`src/rtl/scalar_multiplication_pkg.sv`:
```
// Shared widths, controller/adder state encodings and test-curve constants
// for the double-and-add scalar multiplier.
package scalar_multiplication_pkg;

  localparam int N_DEF  = 10;
  localparam int KW_DEF = 10;

  localparam int CURVE_P     = 17;
  localparam int CURVE_A     = 2;
  localparam int CURVE_B     = 2;
  localparam int BASE_X      = 5;
  localparam int BASE_Y      = 1;
  localparam int CURVE_ORDER = 19;

  typedef enum logic [3:0] {
    IDLE,
    DBL,
    DBL_GO,
    DBL_WAIT,
    ADDCHK,
    ADD_GO,
    ADD_WAIT,
    NEXT,
    FIN
  } sm_state_t;

  typedef enum logic [2:0] {
    PA_INIT,
    PA_INV,
    PA_LAM,
    PA_X3,
    PA_Y3,
    PA_DONE
  } pa_state_t;

endpackage

```
`src/rtl/scalar_multiplication_point_addition.sv`:
```
// Affine point adder/doubler mod p; restarts whenever reset is high.
// Inverse found by stepping multiples of the denominator until one hits 1.
module point_addition
  import scalar_multiplication_pkg::*;
#(
  parameter int n = N_DEF
) (
  input  logic         clk,
  input  logic         reset,
  input  logic [n-1:0] p,
  input  logic [n-1:0] x1,
  input  logic [n-1:0] y1,
  input  logic [n-1:0] x2,
  input  logic [n-1:0] y2,
  output logic [n-1:0] x3,
  output logic [n-1:0] y3,
  output logic         result,
  output logic         infinity
);

  localparam logic [n-1:0] A_C = n'(CURVE_A);

  function automatic logic [n-1:0] mod_add(
    input logic [n-1:0] a,
    input logic [n-1:0] b,
    input logic [n-1:0] m
  );
    logic [n:0] s;
    s = {1'b0, a} + {1'b0, b};
    if (s >= {1'b0, m}) s = s - {1'b0, m};
    return s[n-1:0];
  endfunction

  function automatic logic [n-1:0] mod_sub(
    input logic [n-1:0] a,
    input logic [n-1:0] b,
    input logic [n-1:0] m
  );
    if (a >= b) return a - b;
    return a + m - b;
  endfunction

  function automatic logic [n-1:0] mod_mul(
    input logic [n-1:0] a,
    input logic [n-1:0] b,
    input logic [n-1:0] m
  );
    logic [2*n-1:0] pr;
    logic [2*n-1:0] r;
    pr = {{n{1'b0}}, a} * {{n{1'b0}}, b};
    r  = pr % {{n{1'b0}}, m};
    return r[n-1:0];
  endfunction

  pa_state_t    st;
  logic [n-1:0] num;
  logic [n-1:0] den;
  logic [n-1:0] prod;
  logic [n-1:0] t;
  logic [n-1:0] lam;

  logic         same;
  logic         opp;
  logic [n-1:0] sq;
  logic [n-1:0] i_num;
  logic [n-1:0] i_den;

  assign same  = (x1 == x2) && (y1 == y2);
  assign opp   = (x1 == x2) && (mod_add(y1, y2, p) == '0);
  assign sq    = mod_mul(x1, x1, p);
  assign i_num = same
    ? mod_add(mod_add(mod_add(sq, sq, p), sq, p), A_C, p)
    : mod_sub(y2, y1, p);
  assign i_den = same ? mod_add(y1, y1, p) : mod_sub(x2, x1, p);

  always_ff @(posedge clk) begin
    if (reset) begin
      st       <= PA_INIT;
      num      <= '0;
      den      <= '0;
      prod     <= '0;
      t        <= '0;
      lam      <= '0;
      x3       <= '0;
      y3       <= '0;
      result   <= 1'b0;
      infinity <= 1'b0;
    end else begin
      unique case (st)
        PA_INIT: begin
          if (opp) begin
            infinity <= 1'b1;
            st       <= PA_DONE;
          end else begin
            num  <= i_num;
            den  <= i_den;
            prod <= i_den;
            t    <= n'(1);
            st   <= PA_INV;
          end
        end
        PA_INV: begin
          if (prod == n'(1)) begin
            st <= PA_LAM;
          end else if (t >= p - n'(1)) begin
            infinity <= 1'b1;
            st       <= PA_DONE;
          end else begin
            prod <= mod_add(prod, den, p);
            t    <= t + n'(1);
          end
        end
        PA_LAM: begin
          lam <= mod_mul(num, t, p);
          st  <= PA_X3;
        end
        PA_X3: begin
          x3 <= mod_sub(mod_sub(mod_mul(lam, lam, p), x1, p), x2, p);
          st <= PA_Y3;
        end
        PA_Y3: begin
          y3     <= mod_sub(mod_mul(lam, mod_sub(x1, x3, p), p), y1, p);
          result <= 1'b1;
          st     <= PA_DONE;
        end
        PA_DONE: st <= PA_DONE;
        default: st <= PA_INIT;
      endcase
    end
  end

endmodule

```
`src/rtl/scalar_multiplication.sv`:
```
// Left-to-right double-and-add controller for R = k*P; infinity is a flag,
// never an adder operand. The adder is restarted by pulsing its reset.
module scalar_multiplication
  import scalar_multiplication_pkg::*;
#(
  parameter int n  = N_DEF,
  parameter int KW = KW_DEF
) (
  input  logic          clk,
  input  logic          reset,
  input  logic          start,
  input  logic [n-1:0]  p,
  input  logic [KW-1:0] k,
  input  logic [n-1:0]  xp,
  input  logic [n-1:0]  yp,
  output logic          busy,
  output logic          done,
  output logic [n-1:0]  xr,
  output logic [n-1:0]  yr,
  output logic          infinity
);

  localparam int IW = (KW > 1) ? $clog2(KW) : 1;

  sm_state_t     state;
  logic [KW-1:0] kreg;
  logic [n-1:0]  px;
  logic [n-1:0]  py;
  logic [n-1:0]  ax;
  logic [n-1:0]  ay;
  logic          acc_inf;
  logic [IW-1:0] idx;
  logic          seen;

  logic [n-1:0]  op_x1;
  logic [n-1:0]  op_y1;
  logic [n-1:0]  op_x2;
  logic [n-1:0]  op_y2;

  logic          add_go;
  logic          add_rst;
  logic [n-1:0]  a_x3;
  logic [n-1:0]  a_y3;
  logic          a_res;
  logic          a_inf;

  assign add_go  = (state == DBL_GO) || (state == ADD_GO);
  assign add_rst = reset | add_go;

  point_addition #(.n(n)) u_add (
    .clk     (clk),
    .reset   (add_rst),
    .p       (p),
    .x1      (op_x1),
    .y1      (op_y1),
    .x2      (op_x2),
    .y2      (op_y2),
    .x3      (a_x3),
    .y3      (a_y3),
    .result  (a_res),
    .infinity(a_inf)
  );

  always_ff @(posedge clk) begin
    if (reset) begin
      state    <= IDLE;
      kreg     <= '0;
      px       <= '0;
      py       <= '0;
      ax       <= '0;
      ay       <= '0;
      acc_inf  <= 1'b0;
      idx      <= '0;
      seen     <= 1'b0;
      op_x1    <= '0;
      op_y1    <= '0;
      op_x2    <= '0;
      op_y2    <= '0;
      busy     <= 1'b0;
      done     <= 1'b0;
      xr       <= '0;
      yr       <= '0;
      infinity <= 1'b0;
    end else begin
      done <= 1'b0;
      unique case (state)
        IDLE: begin
          if (start) begin
            kreg    <= k;
            px      <= xp;
            py      <= yp;
            acc_inf <= 1'b1;
            idx     <= IW'(KW - 1);
            busy    <= 1'b1;
            state   <= DBL;
          end
        end
        DBL: begin
          if (acc_inf) begin
            state <= ADDCHK;
          end else begin
            op_x1 <= ax;
            op_y1 <= ay;
            op_x2 <= ax;
            op_y2 <= ay;
            state <= DBL_GO;
          end
        end
        DBL_GO, ADD_GO: begin
          seen  <= 1'b0;
          state <= (state == DBL_GO) ? DBL_WAIT : ADD_WAIT;
        end
        DBL_WAIT, ADD_WAIT: begin
          // Capture one cycle after the adder first flags completion.
          if (seen) begin
            ax      <= a_inf ? '0 : a_x3;
            ay      <= a_inf ? '0 : a_y3;
            acc_inf <= a_inf;
            state   <= (state == DBL_WAIT) ? ADDCHK : NEXT;
          end else if (a_res || a_inf) begin
            seen <= 1'b1;
          end
        end
        ADDCHK: begin
          if (!kreg[idx]) begin
            state <= NEXT;
          end else if (acc_inf) begin
            ax      <= px;
            ay      <= py;
            acc_inf <= 1'b0;
            state   <= NEXT;
          end else begin
            op_x1 <= ax;
            op_y1 <= ay;
            op_x2 <= px;
            op_y2 <= py;
            state <= ADD_GO;
          end
        end
        NEXT: begin
          if (idx == '0) begin
            state <= FIN;
          end else begin
            idx   <= idx - IW'(1);
            state <= DBL;
          end
        end
        FIN: begin
          xr       <= acc_inf ? '0 : ax;
          yr       <= acc_inf ? '0 : ay;
          infinity <= acc_inf;
          done     <= 1'b1;
          busy     <= 1'b0;
          state    <= IDLE;
        end
        default: state <= IDLE;
      endcase
    end
  end

endmodule
```
`config.mk`:
```
export PLATFORM = sky130hd
export DESIGN_NAME = scalar_multiplication
export DESIGN_NICKNAME = d
export VERILOG_FILES = /design/src/rtl/scalar_multiplication_pkg.sv /design/src/rtl/scalar_multiplication_point_addition.sv /design/src/rtl/scalar_multiplication.sv
export SDC_FILE = /design/constraint.sdc
export NUM_CORES = 2
export LEC_CHECK = 0
export CAP_MARGIN = 5
export CORE_MARGIN = 2
export CORE_UTILIZATION = 55
export CTS_CLUSTER_SIZE = 12
export DETAILED_ROUTE_END_ITERATION = 10
export GPL_ROUTABILITY_DRIVEN = 0
export HOLD_SLACK_MARGIN = 0.15
export PLACE_DENSITY = 0.71
export SYNTH_ARGS = -nofsm -noshare
export SYNTH_HDL_FRONTEND = slang
export SYNTH_HIERARCHICAL = 1
export SYNTH_SLANG_ARGS = --single-unit
```
`constraint.sdc`:
```
create_clock -name clk -period 86.5 [get_ports clk]
set_input_delay 12.975 -clock clk [delete_from_list [all_inputs] [get_ports clk]]
set_output_delay 12.975 -clock clk [all_outputs]
set_load 0.05 [all_outputs]
```
==> results_dict.tcl <==
set metrics [dict create \
    clockRootBuffer "clkbuf_16" \
    critical_path_class "in -> reg" \
    port_buffers 65 \
    synth_seq_area_share_pct 5.92 \
    cts_buffer_depth 2 \
    dieArea_sq_um 125000 \
    cp.arrival_ps 74740 \
    grt_pass1_wl_um 317000 \
    cts_num_sinks 198 \
    holdPathEnd "kreg[9]" \
    area_delta_synth_final_pct 4.18 \
    reg2reg_to "u_add/num[9]" \
    post-route-period-util_pct 86.0 \
    cts-resized-gates 0 \
    clock.fmax_ghz 0.0134 \
    finalHoldViolations 0 \
    via_per_inst 6.31 \
    hp-class "reg -> reg" \
    num_rows 128 \
    r2r_cells 263 \
    max_cap_viol_count 0 \
    avgRoutedWirePerCell_um 18.8 \
    cts_tree "done" \
    syn_area_sq_um 67000 \
    avgSynthCellArea_sq_um 7.58 \
    cts_setup_buffers 0 \
    setup_viol 0 \
    drive_above_1_share_pct 5.94 \
    grt-ovfl-total 0 \
    fin_hold_ws_ps 458 \
    crit_fanout 26 \
    yosys_warnings 6 \
    vias 65500 \
    cp.required_ps 86850 \
    worst_path_largest_cell_delay_ps 830 \
    cp-end-kind "flop" \
    cts_made_buffers 17 \
    rsz0062_at_grt "no" \
    die_w_um 353 \
    track_usage_pct 30.3 \
    synth.area.top_cells "ha_1, fa_1, dfxtp_1, nand2_1, a21oi_1" \
    fin_crit_ps 74380 \
    synth_top_area_share_pct 19.7 \
    nets 10100 \
    clkSlewWorstSetupHoldPaths_ps 80 \
    initial_core_util_pct 55.2 \
    setup.worst_path.start_class "primary input" \
    tns_ps 0 \
    ctsHoldBuffers 0 \
    synth_edf_count 0 \
    hold_start "kreg[9]" \
    io_pins 66 \
    finish.utilization_pct 57.6 \
    routed_wl_um 196000 \
    drt_iter0_markers 5003 \
    outcome "complete, no violations" \
    dr.pass1.iters 8 \
    ys_types 142 \
    slew_headroom_pct 7.58 \
    core_region_area_sq_um 121000 \
    antenna_left 0 \
    worstSkewPairLatency_ps 510 \
    die_h_um 353 \
    cts-htree-levels 4 \
    synth-main-ff-cell "dfxtp_1" \
    antenna_found_initial 3 \
    holdPathStages 2 \
    r2r_start "op_x1[3]" \
    cp_common_cell "o21a_1" \
    synth_cells 8836 \
    grt_max_degree 72 \
    drcViolationCount 0 \
    synthArstFlopShare_pct 0 \
    worst_pin_slew_ps 1370 \
    yosys-top-cells-count "ha_1, nand2_1, nor2_1" \
    slew_violations 0 \
    dp_hpwl_um 155000 \
    ys_seq_elements 198 \
    r2r_setup_slack_ps 22330 \
    crit_path_top_delay_cell "nor2_1" \
    syn_nets 10200 \
    yosysMostFrequentCell "ha_1" \
    finClkSkew_ps 25.3 \
    grt_pass1_vias 62600 \
    synth_top_area_cell "ha_1" \
]
how the worst max path moves through the flow:
stage	startpoint	endpoint	slack [ps]	depth (start not counted)
CTS	p[1]	u_add/y3[0]	13220	246
floorplan	p[1]	u_add/y3[9]	18290	257
detailed placement	p[1]	u_add/y3[0]	12890	247
finish	p[1]	u_add/y3[0]	12120	246
global route	p[1]	u_add/y3[0]	7360	245
global placement	p[1]	u_add/y3[9]	14600	248
layer usage:
layer / global-route usage [%] / share of wire (%) / up-vias
met5: 0 / 0.0066 / -
met4: 12.3 / 4.3 / 2
met3: 3.11 / 5.8 / 431
met2: 51.6 / 46 / 1901
met1: 39.1 / 44 / 31000
li1: - / - / 32100
worst max-delay path: cells and delay by family:
kind / cells / cell delay [ps]
buffers and inverters: 11 / 1990
AOI/OAI and AO/OA: 135 / 31260
xor gates and xnor gates: 2 / 350
and+or+nand+nor: 58 / 14070
adders and majority gates: 30 / 10790
muxes: 10 / 3140
metrics by stage:
| stage | setup slack, ps | instances | instance area, sq um |
|---|---|---|---|
| floorplan | 18290 | 8836 | 67000 |
| global placement | 14600 | 10400 | 69100 |
| finish | 12120 | 10400 | 69800 |
| detailed placement | 12890 | 10400 | 69100 |
| CTS | 13220 | 10400 | 69800 |
| global route | 7360 | 10400 | 69800 |
cells by family (layout without fill, tap and decap cells):
logic type,Yosys count,in the layout,synth area share (%)
adder cells (fa/ha/maj),1343,1343,28.3
XOR/XNOR,508,508,6.66
AND/OR/NAND/NOR,2989,2989,22.1
other,0,2,0
AO/OA/AOI/OAI,2643,2643,26.9
buffers and inverters,861,782,5.19
multiplexers,294,294,4.86
flip-flops,198,198,5.92
placed cells by master, fill, tap and decap left out, types with 124 or more instances in the layout:
master	count
o21a_1	359
xor2_1	185
o21ai_0	404
inv_1	586
mux2_2	142
nor2_1	736
xnor2_1	322
dfxtp_1	198
ha_1	1053
a211oi_1	132
nand3_1	147
o31ai_1	149
nor3_1	344
a21o_1	266
nand2_1	806
mux2i_1	124
and2_1	197
fa_1	290
a21oi_1	601
final cells by class:
type / count / area [sq um]
inverters: 599 / 2270
flip-flops and latches: 198 / 3960
well taps: 1625 / 2030
clock inverters: 15 / 204
fillers: 11300 / 51500
repair buffers: 151 / 1290
diodes: 2 / 5.00
multi-input cells: 7777 / 59600
clock buffers: 17 / 425
Power is not shown: default switching activity piles up to over one toggle a cycle in this logic, so the estimate is an artifact.
